### src/rtl/riscv_hazard_ctrl_mc_pkg.sv
// Shared encodings and sizing helpers for the multi-cycle hazard controller.
package riscv_hazard_ctrl_mc_pkg;

    typedef enum logic [1:0] {
        ST_IDLE     = 2'd0,
        ST_MEM_WAIT = 2'd1,
        ST_MC_BUSY  = 2'd2
    } hz_state_t;

    localparam logic [1:0] FWD_RF = 2'b00;
    localparam logic [1:0] FWD_W  = 2'b01;
    localparam logic [1:0] FWD_M  = 2'b10;

    // Down-counter width: enough for max(MC_LAT, MEM_LAT)-1, never zero bits.
    function automatic int unsigned cnt_width(input int unsigned mc_lat,
                                              input int unsigned mem_lat);
        int unsigned m;
        m = (mc_lat > mem_lat) ? mc_lat : mem_lat;
        return (m <= 2) ? 1 : $clog2(m);
    endfunction

endpackage

### src/rtl/riscv_hazard_fwd_sel.sv
// Single-source forwarding select: M result beats W result beats regfile.
module riscv_hazard_fwd_sel
    import riscv_hazard_ctrl_mc_pkg::*;
#(
    parameter int unsigned REG_AW = 5,
    parameter int unsigned FWD_EN = 1
) (
    input  logic [REG_AW-1:0] i_rs_addr_e,
    input  logic [REG_AW-1:0] i_rd_addr_m,
    input  logic              i_reg_wr_en_m,
    input  logic [REG_AW-1:0] i_rd_addr_w,
    input  logic              i_reg_wr_en_w,
    output logic [1:0]        o_fwd_sel
);

    logic [1:0] w_sel;

    // Priority compare; x0 never forwards since it is hardwired to zero.
    always_comb begin
        w_sel = FWD_RF;
        if ((i_rs_addr_e != '0) && i_reg_wr_en_m && (i_rs_addr_e == i_rd_addr_m)) begin
            w_sel = FWD_M;
        end else if ((i_rs_addr_e != '0) && i_reg_wr_en_w && (i_rs_addr_e == i_rd_addr_w)) begin
            w_sel = FWD_W;
        end
    end

    assign o_fwd_sel = (FWD_EN != 0) ? w_sel : FWD_RF;

endmodule

### src/rtl/riscv_hazard_ctrl_mc.sv
// Hazard controller for the 5-stage RV32I pipeline with multi-cycle E and M support.
module riscv_hazard_ctrl_mc
    import riscv_hazard_ctrl_mc_pkg::*;
#(
    parameter int unsigned REG_AW  = 5,
    parameter int unsigned MC_LAT  = 8,
    parameter int unsigned MEM_LAT = 1,
    parameter int unsigned FWD_EN  = 1,
    parameter int unsigned CNT_W   = 32
) (
    input  logic              i_clk,
    input  logic              i_rstn,
    input  logic [REG_AW-1:0] i_hazard_rs1_addr_d,
    input  logic [REG_AW-1:0] i_hazard_rs2_addr_d,
    input  logic [REG_AW-1:0] i_hazard_rs1_addr_e,
    input  logic [REG_AW-1:0] i_hazard_rs2_addr_e,
    input  logic [REG_AW-1:0] i_hazard_rd_addr_e,
    input  logic              i_hazard_reg_wr_en_e,
    input  logic              i_hazard_load_e,
    input  logic              i_hazard_mc_op_e,
    input  logic              i_hazard_branch_taken_e,
    input  logic [REG_AW-1:0] i_hazard_rd_addr_m,
    input  logic              i_hazard_reg_wr_en_m,
    input  logic              i_hazard_mem_req_m,
    input  logic [REG_AW-1:0] i_hazard_rd_addr_w,
    input  logic              i_hazard_reg_wr_en_w,
    input  logic              i_hazard_cnt_clr,
    output logic              o_hazard_stall_f,
    output logic              o_hazard_stall_d,
    output logic              o_hazard_stall_e,
    output logic              o_hazard_stall_m,
    output logic              o_hazard_flush_d,
    output logic              o_hazard_flush_e,
    output logic              o_hazard_flush_m,
    output logic [1:0]        o_hazard_forward_ae,
    output logic [1:0]        o_hazard_forward_be,
    output logic              o_hazard_mc_done,
    output logic              o_hazard_busy,
    output logic [CNT_W-1:0]  o_hazard_stall_cnt
);

    localparam int unsigned   CW        = cnt_width(MC_LAT, MEM_LAT);
    localparam bit            MEM_MULTI = (MEM_LAT > 1);
    localparam bit            MC_MULTI  = (MC_LAT > 1);
    localparam logic [CW-1:0] MEM_LOAD  = CW'(MEM_LAT - 1);
    localparam logic [CW-1:0] MC_LOAD   = CW'(MC_LAT - 1);

    hz_state_t        r_state;
    logic [CW-1:0]    r_cnt;
    logic             r_mc_done;
    logic [CNT_W-1:0] r_stall_cnt;

    logic w_rs1_d_nz, w_rs2_d_nz;
    logic w_rs1_raw, w_rs2_raw;
    logic w_raw_d, w_lwstall;
    logic w_mem_entry, w_mc_entry;
    logic w_stall_f, w_stall_d, w_stall_e, w_stall_m;
    logic w_flush_d, w_flush_e, w_flush_m;

    // Forwarding selects for the two E-stage operands.
    riscv_hazard_fwd_sel #(.REG_AW(REG_AW), .FWD_EN(FWD_EN)) u_fwd_a (
        .i_rs_addr_e   (i_hazard_rs1_addr_e),
        .i_rd_addr_m   (i_hazard_rd_addr_m),
        .i_reg_wr_en_m (i_hazard_reg_wr_en_m),
        .i_rd_addr_w   (i_hazard_rd_addr_w),
        .i_reg_wr_en_w (i_hazard_reg_wr_en_w),
        .o_fwd_sel     (o_hazard_forward_ae)
    );

    riscv_hazard_fwd_sel #(.REG_AW(REG_AW), .FWD_EN(FWD_EN)) u_fwd_b (
        .i_rs_addr_e   (i_hazard_rs2_addr_e),
        .i_rd_addr_m   (i_hazard_rd_addr_m),
        .i_reg_wr_en_m (i_hazard_reg_wr_en_m),
        .i_rd_addr_w   (i_hazard_rd_addr_w),
        .i_reg_wr_en_w (i_hazard_reg_wr_en_w),
        .o_fwd_sel     (o_hazard_forward_be)
    );

    // RAW against any in-flight writer; only a hazard when forwarding is off.
    assign w_rs1_d_nz = (i_hazard_rs1_addr_d != '0);
    assign w_rs2_d_nz = (i_hazard_rs2_addr_d != '0);
    assign w_rs1_raw  = w_rs1_d_nz &&
                        ((i_hazard_reg_wr_en_e && (i_hazard_rs1_addr_d == i_hazard_rd_addr_e)) ||
                         (i_hazard_reg_wr_en_m && (i_hazard_rs1_addr_d == i_hazard_rd_addr_m)) ||
                         (i_hazard_reg_wr_en_w && (i_hazard_rs1_addr_d == i_hazard_rd_addr_w)));
    assign w_rs2_raw  = w_rs2_d_nz &&
                        ((i_hazard_reg_wr_en_e && (i_hazard_rs2_addr_d == i_hazard_rd_addr_e)) ||
                         (i_hazard_reg_wr_en_m && (i_hazard_rs2_addr_d == i_hazard_rd_addr_m)) ||
                         (i_hazard_reg_wr_en_w && (i_hazard_rs2_addr_d == i_hazard_rd_addr_w)));
    assign w_raw_d    = (FWD_EN == 0) && (w_rs1_raw || w_rs2_raw);

    // Load-use: loaded value is not ready to forward to the next instruction.
    assign w_lwstall  = i_hazard_load_e && (i_hazard_rd_addr_e != '0) &&
                        ((i_hazard_rs1_addr_d == i_hazard_rd_addr_e) ||
                         (i_hazard_rs2_addr_d == i_hazard_rd_addr_e));

    // FSM entry; memory wins because the M instruction is older than E.
    assign w_mem_entry = (r_state == ST_IDLE) && MEM_MULTI && i_hazard_mem_req_m;
    assign w_mc_entry  = (r_state == ST_IDLE) && MC_MULTI && !w_mem_entry &&
                         i_hazard_mc_op_e && !r_mc_done;

    // FSM: state, latency down-counter and one-shot completion flag.
    always_ff @(posedge i_clk or negedge i_rstn) begin
        if (!i_rstn) begin
            r_state   <= ST_IDLE;
            r_cnt     <= '0;
            r_mc_done <= 1'b0;
        end else begin
            r_mc_done <= 1'b0;
            case (r_state)
                ST_IDLE: begin
                    if (w_mem_entry) begin
                        r_state <= ST_MEM_WAIT;
                        r_cnt   <= MEM_LOAD;
                    end else if (w_mc_entry) begin
                        r_state <= ST_MC_BUSY;
                        r_cnt   <= MC_LOAD;
                    end
                end
                ST_MEM_WAIT: begin
                    r_cnt <= r_cnt - CW'(1);
                    if (r_cnt == CW'(1)) begin
                        r_state <= ST_IDLE;
                    end
                end
                ST_MC_BUSY: begin
                    r_cnt <= r_cnt - CW'(1);
                    if (r_cnt == CW'(1)) begin
                        r_state   <= ST_IDLE;
                        r_mc_done <= 1'b1;
                    end
                end
                default: begin
                    r_state <= ST_IDLE;
                end
            endcase
        end
    end

    // Stall/flush decode; a redirect is only honoured when E is actually advancing.
    always_comb begin
        w_stall_f = 1'b0;
        w_stall_d = 1'b0;
        w_stall_e = 1'b0;
        w_stall_m = 1'b0;
        w_flush_d = 1'b0;
        w_flush_e = 1'b0;
        w_flush_m = 1'b0;
        if ((r_state == ST_MEM_WAIT) || w_mem_entry) begin
            w_stall_f = 1'b1;
            w_stall_d = 1'b1;
            w_stall_e = 1'b1;
            w_stall_m = 1'b1;
        end else if ((r_state == ST_MC_BUSY) || w_mc_entry) begin
            w_stall_f = 1'b1;
            w_stall_d = 1'b1;
            w_stall_e = 1'b1;
            w_flush_m = 1'b1;
        end else if (i_hazard_branch_taken_e) begin
            w_flush_d = 1'b1;
            w_flush_e = 1'b1;
        end else if (w_lwstall || w_raw_d) begin
            w_stall_f = 1'b1;
            w_stall_d = 1'b1;
            w_flush_e = 1'b1;
        end
    end

    // Saturating count of fetch-stall cycles; clear has priority.
    always_ff @(posedge i_clk or negedge i_rstn) begin
        if (!i_rstn) begin
            r_stall_cnt <= '0;
        end else if (i_hazard_cnt_clr) begin
            r_stall_cnt <= '0;
        end else if (w_stall_f && !(&r_stall_cnt)) begin
            r_stall_cnt <= r_stall_cnt + CNT_W'(1);
        end
    end

    assign o_hazard_stall_f   = w_stall_f;
    assign o_hazard_stall_d   = w_stall_d;
    assign o_hazard_stall_e   = w_stall_e;
    assign o_hazard_stall_m   = w_stall_m;
    assign o_hazard_flush_d   = w_flush_d;
    assign o_hazard_flush_e   = w_flush_e;
    assign o_hazard_flush_m   = w_flush_m;
    assign o_hazard_mc_done   = r_mc_done;
    assign o_hazard_busy      = (r_state != ST_IDLE);
    assign o_hazard_stall_cnt = r_stall_cnt;

endmodule

### config.mk
export PLATFORM = sky130hd
export DESIGN_NAME = riscv_hazard_ctrl_mc
export DESIGN_NICKNAME = d
export VERILOG_FILES = /design/src/rtl/riscv_hazard_ctrl_mc_pkg.sv /design/src/rtl/riscv_hazard_fwd_sel.sv /design/src/rtl/riscv_hazard_ctrl_mc.sv
export SDC_FILE = /design/constraint.sdc
export NUM_CORES = 1
export LEC_CHECK = 0
export BUFFER_PORTS_ARGS = -buffer_cell sky130_fd_sc_hd__buf_2
export CAP_MARGIN = 20
export CELL_PAD_IN_SITES_DETAIL_PLACEMENT = 1
export CELL_PAD_IN_SITES_GLOBAL_PLACEMENT = 2
export CORE_AREA = 2 2 121 76
export CTS_CLUSTER_SIZE = 12
export DETAILED_ROUTE_END_ITERATION = 12
export DIE_AREA = 0 0 123 78
export GPL_ROUTABILITY_DRIVEN = 0
export MAX_ROUTING_LAYER = met4
export PLACE_DENSITY_LB_ADDON = 0.1
export SLEW_MARGIN = 5
export SYNTH_ARGS = -nofsm -noshare
export SYNTH_HDL_FRONTEND = slang
export SYNTH_SLANG_ARGS = --single-unit
### constraint.sdc
create_clock -name i_clk -period 10.78 [get_ports i_clk]
set_clock_uncertainty 0.05 [all_clocks]
set_input_delay 3.234 -clock i_clk [delete_from_list [all_inputs] [get_ports i_clk]]
set_output_delay 3.234 -clock i_clk [all_outputs]
set_load 0.02 [all_outputs]
==> impl_metrics.csv, run 1 <==
group,metric,value,unit
min_path,hold_class,"flip-flop to flip-flop",
global_route,grt-ovfl-total,0,
route,ant_nets,0,
placement,placed_cell_area,3054,um^2
timing,slew_headroom,38.55,%
synthesis,synth_area,2565,um^2
clock_tree,post-cts-setup-buffers,0,
synthesis,synth_top_cell_by_area,"dfrtp_1",
critical_path,critPathArrivalTime,5380,ps
critical_path,crit_type,"primary input to primary output",
min_path,min_from,"r_cnt[2]$_DFFE_PN0P_",
route,drc,0,
pwr,p_sw_share,33.86,%
clock_tree,cts.htree.levels,2,
critical_path,r2r_start,"o_hazard_stall_cnt[0]$_DFFE_PN0P_",
critical_path,critPathMaxFanout,56,
layout,drive_above_1_share,29.81,%
placement,io_buffers,86,
timing,drv_slew,0,
synthesis,yosysTopAreaCellShare,36.10,%
synthesis,yosysWarnings,0,
flow_run,drv_cap,0,
synthesis,syn_avg_cell_area,8.875,um^2
floorplanning,core-area,8393,um^2
timing,period_share,80.38,%
timing,fin_tns_setup,0,ps
timing,grt_setup_unrepaired,"no",
pwr,pwr-share-seq,35.2,%
clock_tree,ctsResizeCount,0,
clock_tree,post_cts_hold_buffer_count,0,
clock_tree,cts_tree,"yes",
timing,worst_pin_slew,921.7,ps
layout,diodes,0,
outcome,status,"complete, no violations",
clock_tree,numCtsBuffers,5,
critical_path,rrSetupSlack,8200,ps
pwr,ir_worst_vdd,0.00007114,V
floorplanning,dieArea,9594,um^2
timing,hold_viol_final,0,
route,finalWirelength,8098,um
critical_path,timing.rr.end,"o_hazard_stall_cnt[28]$_DFFE_PN0P_",
pwr,finalPower,0.4678,mW
global_route,grt_pass1_vias,2498,
synthesis,ys_seq_elements,37,
global_route,grt_pass1_wl,13240,um
pwr,power.share.clock,37.8,%
global_route,antenna_found_initial,0,
min_path,min_to,"o_hazard_mc_done$_DFF_PN0_",
critical_path,rr_worst_depth,7,
min_path,hold-path-cell-count,1,
floorplanning,io_pins,90,
critical_path,cp-start-kind,"primary input",
clock_tree,clk_latency,290,ps
clock_tree,clockBufferDepth,2,
synthesis,synth_cells,289,
pwr,p_int,0.3094,mW
timing,setup_violations,0,
critical_path,required,7500,ps
layout,nets,416,
synthesis,yosysUniqueCellTypes,46,
clock_tree,path_clk_slew,60,ps
critical_path,critPathCaptureType,"primary output",
synthesis,ys.flop_type,"dfrtp_1",
route,via_per_inst,5.231,
pwr,power.switching,0.1584,mW
global_route,grt_max_degree,57,
timing,max_freq,115.4,MHz
route,routed-via-count,2516,
floorplanning,die_h,78,um
synthesis,yosysSeqAreaShare,36.10,%
synthesis,synth_edf_count,0,
timing,fin_crit,8665,ps
floorplanning,rows,26,
synthesis,ys_top_cells_by_count,"dfrtp_1 (37), a21oi_1 (29), nor2_1 (21)",
global_route,grt_use_total,18.29,%
synthesis,syn_nets,337,
synthesis,synth_area_leaders,"dfrtp_1 (36%), or4_1 (5.9%), xnor2_1 (5.8%)",
synthesis,synth-async-reset-ratio,100.0,%
layout,syn_to_final_growth,25.80,%
clock_tree,root_buffer,"clkbuf_16",
layout,fin_area,3227,um^2
pwr,powerDensity,145.0,nW/um^2
pwr,leakage,1.389,nW
route,wire_per_inst,16.84,um
synthesis,synthMostInstantiatedCell,"dfrtp_1",
route,drt_iter0_drc,117,
clock_tree,cts.sinks,37,
layout,fillCellCount,1028,
route,first_pass_iters,4,
placement,dp_hpwl,5894,um
floorplanning,start_util,30.56,%
floorplanning,die_w,123,um
pwr,pwr-share-comb,27.0,%
## worst max path at each step
stage,from,to,cells after the start
3_3_place_gp,i_hazard_rd_addr_e[1],o_hazard_stall_f,8
6_report,i_hazard_rd_addr_e[1],o_hazard_stall_d,8
3_5_place_dp,i_hazard_rd_addr_e[1],o_hazard_stall_d,8
5_1_grt,i_hazard_rd_addr_e[1],o_hazard_stall_d,8
4_1_cts,i_hazard_rd_addr_e[1],o_hazard_stall_d,8
2_1_floorplan,i_hazard_rd_addr_e[1],o_hazard_stall_f,8
## critical path: stages
cell and delay [ps]:
buf_2 120, or4_1 520, o21ai_0 270, o21a_1 150
a21o_1 80, buf_4 440, inv_1 310, buf_2 240
## registers in the layout, indices dropped and copies added (netlist names)
name and cells:
r_cnt 3, o_hazard_mc_done 1, o_hazard_stall_cnt 32, r_state 1
## layer usage
| layer | part of all wire, % | global-route usage [%] | vias up | wire length [um] |
|---|---|---|---|---|
| met3 | 4.3 | 3.676 | 8 | 348 |
| met4 | 1.3 | 5.568 | 0 | 106 |
| li1 | - | - | 1236 | - |
| met1 | 54 | 27.42 | 1221 | 4403 |
| met2 | 40 | 24.25 | 51 | 3240 |
| met5 | 0 | - | - | 0 |
## kinds of logic after synthesis
kind of cell / Yosys count / share of synthesized area (%)
other cells: 1 / 0.1462
compound gates: 67 / 16.68
flops: 37 / 36.10
xor+xnor: 31 / 10.59
fa+ha+maj: 3 / 1.464
mux: 4 / 1.902
buf+inv: 25 / 4.927
simple gates: 121 / 28.20
## area by class of cell
cell class / count / area [um^2] / area share [%]
multi-input combinational: 227 / 1513 / 46.88
sequential: 37 / 925.9 / 28.69
inverter: 10 / 37.54 / 1.163
tap: 112 / 140.1 / 4.343
clock inverter: 1 / 30.03 / 0.9306
timing repair buffer: 87 / 437.9 / 13.57
clock buffer: 7 / 142.6 / 4.420
## power by group through the flow
stage	clock network, mW	registers, mW	logic (mW)
after floorplan	0	0.172	0.0818
after global placement	0	0.167	0.125
after detailed placement	0	0.168	0.127
after CTS	0.180	0.165	0.128
after global routing	0.187	0.168	0.142
final	0.177	0.165	0.126
## placed cells by master, fill, tap and decap left out, drive strengths merged, types with 14 or more instances in the layout
master,instances
buf,87
dfrtp,37
a21oi,29
nor2,22
or4,20
xnor2,17
o31ai,16
nand3,16
nand2,15
xor2,14
## through the flow
step | instances | hold WS, ps | utilization, % | setup slack, ps
floorplan | 289 | 405.5 | - | 2703
global placement | 473 | 438.5 | 36.39 | 2153
detailed placement | 473 | 444.5 | 36.39 | 2130
CTS | 481 | 451.8 | 38.45 | 2125
global route | 481 | 481.2 | 38.45 | 1909
finish | 481 | 446.1 | 38.45 | 2115
No activity file was read; power rests on OpenSTA's default activity.
==> inputs of run 2 (changes only) <==
- ABC_AREA: default -> 1
- CORE_AREA: 2 2 121 76 -> 2 2 150 93
- DIE_AREA: 0 0 123 78 -> 0 0 152 95
- clock period: 10.78 -> 7.3 ns (I/O delays scaled with it)
==> run 2 against run 1 <==
  * Cell area increased by 17%
  * Combinational power rose by 50%
  * Total power up 39%
  * Worst setup slack lost 280 ps
  * Count of clock-buffer cells in the layout down 1
  * Area after synthesis rose by 20%
  * Sequential share of layout area is 4.1 points lower
  * Critical path type unchanged
==> impl_metrics.csv, run 2 <==
group,metric,value,unit
floorplanning,dieArea,14440,um^2
route,via_per_inst,4.493,
flow_run,drv_cap,0,
pwr,p_int,0.4087,mW
synthesis,ys_top_cells_by_count,"nand2_1 (150), nor2_1 (71), nand3_1 (55)",
floorplanning,core-area,13250,um^2
pwr,ir_worst_vdd,0.0001008,V
route,ant_nets,0,
synthesis,syn_nets,534,
pwr,leakage,1.973,nW
timing,drv_slew,0,
clock_tree,cts.htree.levels,2,
synthesis,synth_area,3089,um^2
global_route,antenna_found_initial,0,
critical_path,critPathCaptureType,"primary output",
critical_path,cp-start-kind,"primary input",
synthesis,synth_edf_count,0,
synthesis,ys_seq_elements,37,
layout,diodes,0,
route,first_pass_iters,4,
floorplanning,die_w,152,um
layout,nets,610,
layout,syn_to_final_growth,22.11,%
synthesis,yosysSeqAreaShare,29.97,%
route,drt_iter0_drc,195,
clock_tree,cts.sinks,37,
timing,worst_pin_slew,949.7,ps
critical_path,rrSetupSlack,4510,ps
timing,grt_setup_unrepaired,"no",
clock_tree,ctsResizeCount,0,
global_route,grt_pass1_wl,18630,um
critical_path,path_cells,"buf_2, inv_1, o21ai_0, a211oi_1, nand4_1, nor2_1, nor2_1, buf_2",
clock_tree,numCtsBuffers,5,
placement,io_buffers,86,
critical_path,critPathMaxFanout,3,
timing,hold_viol_final,0,
synthesis,synth_top_cell_by_area,"dfrtp_1",
critical_path,timing.rr.end,"o_hazard_stall_cnt[18]$_DFFE_PN0P_",
global_route,grt_use_total,17.15,%
layout,final_cell_mix,"nand2_1 (150), buf_2 (86), nor2_1 (71)",
synthesis,synth-async-reset-ratio,100.0,%
global_route,grt_max_degree,54,
synthesis,yosysUniqueCellTypes,36,
critical_path,critPathMaxStageDelay,180,ps
critical_path,critPathArrivalTime,3230,ps
critical_path,crit_path_end,"o_hazard_forward_be[0]",
pwr,pwr-share-seq,37.1,%
timing,setup_violations,0,
clock_tree,root_buffer,"clkbuf_16",
critical_path,startpoint,"i_hazard_rs2_addr_e[2]",
clock_tree,post-cts-setup-buffers,0,
timing,max_freq,183.0,MHz
floorplanning,rows,33,
layout,multi_input_area,1833,um^2
floorplanning,io_pins,90,
critical_path,critPathSlowestCell,"a211oi_1",
pwr,pwr-share-comb,29.2,%
route,drc,0,
layout,register_area,925.9,um^2
global_route,grt_pass1_vias,3278,
timing,period_share,74.87,%
clock_tree,clk_latency,290,ps
synthesis,synth_area_leaders,"dfrtp_1 (30%), nand2_1 (18%), nand3_1 (8.9%)",
synthesis,ys.flop_type,"dfrtp_1",
layout,final_core_util,28.46,%
min_path,min_from,"r_cnt[2]$_DFFE_PN0P_",
route,routed-via-count,3316,
clock_tree,clockBufferDepth,2,
layout,fillCellCount,1726,
pwr,power.share.clock,33.7,%
timing,slew_headroom,36.60,%
floorplanning,die_h,95,um
floorplanning,start_util,23.31,%
pwr,p_sw_share,37.00,%
global_route,grt-ovfl-total,0,
critical_path,rr_worst_depth,9,
layout,largest_reg_flops,32,
clock_tree,path_clk_slew,60,ps
placement,dp_hpwl,8941,um
synthesis,yosysWarnings,0,
pwr,powerDensity,172.0,nW/um^2
synthesis,syn_avg_cell_area,6.356,um^2
critical_path,required,5060,ps
min_path,hold_class,"flip-flop to flip-flop",
timing,fin_crit,5466,ps
clock_tree,post_cts_hold_buffer_count,0,
timing,fin_tns_setup,0,ps
route,wire_per_inst,15.44,um
layout,final_common_cell,"nand2_1",
critical_path,r2r_start,"o_hazard_stall_cnt[0]$_DFFE_PN0P_",
critical_path,crit_type,"primary input to primary output",
synthesis,synth_cells,486,
route,finalWirelength,11400,um
clock_tree,cts_tree,"yes",
outcome,status,"complete, no violations",
pwr,power.switching,0.2401,mW
synthesis,yosysTopAreaCellShare,29.97,%
layout,drive_above_1_share,19.89,%
synthesis,synthMostInstantiatedCell,"nand2_1",
## run 2: cell count changes after synthesis, sizes merged, moves of 5 or more
cell / delta
buf: +7
o21ai: -5
o31ai: -16
or3: -9
or4: -20
nand3: +41
xnor2: -5
a21oi: -25
nor2: +53
nand2: +138
nand4: +16
nor4: -8
inv: +47
## run 2: area by class of cell
type	count	share of cell area (%)
Inverter	58	5.771
Sequential cell	37	24.54
Clock inverter	2	0.2653
Multi-Input combinational cell	373	48.59
Clock buffer	6	3.416
Timing Repair Buffer	87	11.61
Tap cell	175	5.804
## run 2: worst max-delay path, delay by kind of cell
kind                   cells  cell delay [ps]
AO/OA/AOI/OAI              2              270
buffers and inverters      3              410
AND/OR/NAND/NOR            3              350
## run 2: cell families (layout without fill, tap and decap cells)
logic type	Yosys count	in the layout	share of synthesized area (%)
other	1	1	0.1214
buffers and inverters	76	153	10.69
flip-flops	37	37	29.97
XOR/XNOR	29	29	8.222
adder cells (fa/ha/maj)	3	3	1.215
AO/OA/AOI/OAI	18	18	3.969
AND/OR/NAND/NOR	322	322	45.81
## run 2: routing by layer
metal	vias up	share of wire, %	GRT usage, %
met4	0	0.51	3.037
met2	48	36	21.66
li1	1709	-	-
met5	-	0	-
met3	5	2.9	2.937
met1	1554	61	27.44
## run 2: per-stage QoR
stage | power (mW) | std cells | hold slack, ps | setup WS (ps) | cell area, um^2
2_1_floorplan | 0.3749 | 486 | 386.3 | 1619 | 3089
3_3_place_gp | 0.4313 | 730 | 429.0 | 1853 | 3633
3_5_place_dp | 0.4363 | 730 | 410.0 | 1845 | 3633
4_1_cts | 0.6595 | 738 | 423.5 | 1838 | 3772
5_1_grt | 0.6909 | 738 | 448.8 | 1705 | 3772
6_report | 0.6487 | 738 | 419.6 | 1834 | 3772
## run 2: how the worst min path moves through the flow
stage,to,cells past startpoint
3_5_place_dp,o_hazard_mc_done$_DFF_PN0_,1
3_3_place_gp,r_cnt[2]$_DFFE_PN0P_,1
6_report,o_hazard_mc_done$_DFF_PN0_,1
2_1_floorplan,o_hazard_mc_done$_DFF_PN0_,1
5_1_grt,o_hazard_mc_done$_DFF_PN0_,1
4_1_cts,o_hazard_mc_done$_DFF_PN0_,1
## run 2: power by group through the flow
stage	combinational (mW)	clock, mW	sequential [mW]
2_1_floorplan	0.122	0	0.253
4_1_cts	0.193	0.226	0.241
5_1_grt	0.211	0.236	0.244
3_3_place_gp	0.186	0	0.245
3_5_place_dp	0.192	0	0.245
6_report	0.189	0.218	0.241
==> inputs of run 3 (changes only) <==
- CORE_AREA: 2 2 150 93 -> 2 2 142 88
- DIE_AREA: 0 0 152 95 -> 0 0 144 90
- clock period: 7.3 -> 5.7 ns (I/O delays scaled with it)
==> run 3 against run 2 <==
  * Sequential share of layout area is 0.082 points higher
  * Worst setup slack worse by 610 ps
  * Register-to-register slack got worse by 1600 ps
  * Via count increased by 2.0%
  * Combinational power increased by 26%
  * Critical path type unchanged
  * Cell area decreased by 0.33%
==> impl_metrics.csv, run 3 (synthesized netlist as in run 2, its figures left out) <==
group,metric,value,unit
layout,drive_above_1_share,19.89,%
clock_tree,root_buffer,"clkbuf_16",
global_route,antenna_found_initial,0,
clock_tree,clockBufferDepth,2,
timing,setup_violations,0,
timing,period_share,78.56,%
layout,final_core_util,31.99,%
route,first_pass_iters,4,
route,finalWirelength,11250,um
critical_path,crit_type,"primary input to primary output",
timing,slew_headroom,36.72,%
critical_path,worst-path-buf-inv,3,
global_route,grt_max_degree,54,
layout,final_common_cell,"nand2_1",
min_path,hold-path-cell-count,1,
critical_path,critPathCaptureType,"primary output",
clock_tree,clk_latency,290,ps
layout,nets,610,
outcome,status,"complete, no violations",
floorplanning,core-area,11750,um^2
pwr,leakage,1.973,nW
clock_tree,cts.htree.levels,2,
pwr,powerDensity,219.1,nW/um^2
critical_path,critPathMaxFanout,5,
route,routed-via-count,3383,
critical_path,critPathMaxStageDelay,390,ps
min_path,min_to,"o_hazard_mc_done$_DFF_PN0_",
route,ant_nets,0,
global_route,grt_pass1_wl,18470,um
layout,syn_to_final_growth,21.71,%
floorplanning,start_util,26.29,%
pwr,ir_worst_vdd,0.0001057,V
min_path,min_from,"r_cnt[2]$_DFFE_PN0P_",
critical_path,rr_worst_depth,9,
timing,worst_pin_slew,949.2,ps
critical_path,cp-start-kind,"primary input",
layout,largest_reg_flops,32,
route,drt_iter0_drc,130,
clock_tree,path_clk_slew,60,ps
timing,post-route-worst-setup-slack,1222,ps
placement,dpl.cell_count,720,
critical_path,critPathArrivalTime,2720,ps
global_route,grt_pass1_vias,3458,
layout,diodes,0,
timing,drv_slew,0,
min_path,hold_class,"flip-flop to flip-flop",
floorplanning,die_w,144,um
critical_path,timing.rr.end,"o_hazard_stall_cnt[20]$_DFFE_PN0P_",
clock_tree,cts.sinks,37,
floorplanning,dieArea,12960,um^2
global_route,grt-ovfl-total,0,
clock_tree,numCtsBuffers,5,
critical_path,path_cells,"buf_2, a21oi_1, inv_1, a21oi_1, buf_2",
clock_tree,post_cts_hold_buffer_count,0,
critical_path,path_delay_family,"compound AO/OA/AOI/OAI gates",
critical_path,rrSetupSlack,2900,ps
route,wire_per_inst,15.45,um
floorplanning,io_pins,90,
flow_run,drv_cap,0,
layout,final_cells,728,
global_route,grt_use_total,18.67,%
timing,grt_setup_unrepaired,"no",
placement,io_buffers,86,
timing,hold_viol_final,0,
timing,max_freq,223.3,MHz
critical_path,critPathSlowestCell,"a21oi_1",
route,via_per_inst,4.647,
clock_tree,ctsResizeCount,0,
floorplanning,die_h,90,um
timing,fin_crit,4478,ps
critical_path,r2r_start,"o_hazard_stall_cnt[0]$_DFFE_PN0P_",
route,drc,0,
placement,dp_hpwl,8705,um
clock_tree,post-cts-setup-buffers,0,
layout,final_cell_mix,"nand2_1 (150), buf_2 (86), nor2_1 (71)",
floorplanning,rows,31,
placement,post-place-ws,1192,ps
timing,fin_tns_setup,0,ps
clock_tree,cts_tree,"yes",
critical_path,required,3940,ps
## run 3: how the worst max path moves through the flow
stage | slack, ps | start | endpoint | cells after the start
global placement | 1210 | i_hazard_rd_addr_e[0] | o_hazard_stall_d | 9
global route | 1100 | i_hazard_rd_addr_e[4] | o_hazard_stall_d | 10
detailed placement | 1190 | i_hazard_mc_op_e | o_hazard_flush_e | 5
floorplan | 980 | i_hazard_rd_addr_m[4] | o_hazard_forward_ae[0] | 4
finish | 1220 | i_hazard_mc_op_e | o_hazard_flush_e | 5
CTS | 1190 | i_hazard_mc_op_e | o_hazard_flush_e | 5
## run 3: power breakdown
part	switching (mW)	internal [mW]	total, mW
clock	0.115	0.161	0.276
sequential	0.0232	0.286	0.310
combinational	0.163	0.0755	0.238
total	0.301	0.523	0.824
## run 3: cell type report
class,count,area (um^2)
Clock buffer,6,128.9
Clock inverter,2,10.01
Fill cell,1553,7993
Inverter,58,217.7
Multi-Input combinational cell,373,1833
Sequential cell,37,925.9
Tap cell,165,206.4
Timing Repair Buffer,87,437.9
## run 3: through the flow
stage | hold slack, ps | total power [mW] | cell area (um^2)
4_1_cts | 432.7 | 0.8391 | 3760
5_1_grt | 458.3 | 0.8774 | 3760
3_5_place_dp | 424.4 | 0.5596 | 3621
3_3_place_gp | 420.3 | 0.5489 | 3621
6_report | 436.5 | 0.8236 | 3760
2_1_floorplan | 386.3 | 0.4801 | 3089
## run 3: layer usage
layer  GRT usage [%]  routed length [um]  part of all wire, %  vias to the layer above
met4           2.206                  38                 0.34                        0
met3           3.090                 615                  5.5                        5
met5               -                   0                    0                        -
met1           30.42                6418                   57                     1607
met2           24.05                4178                   37                       67
li1                -                   -                    -                     1704
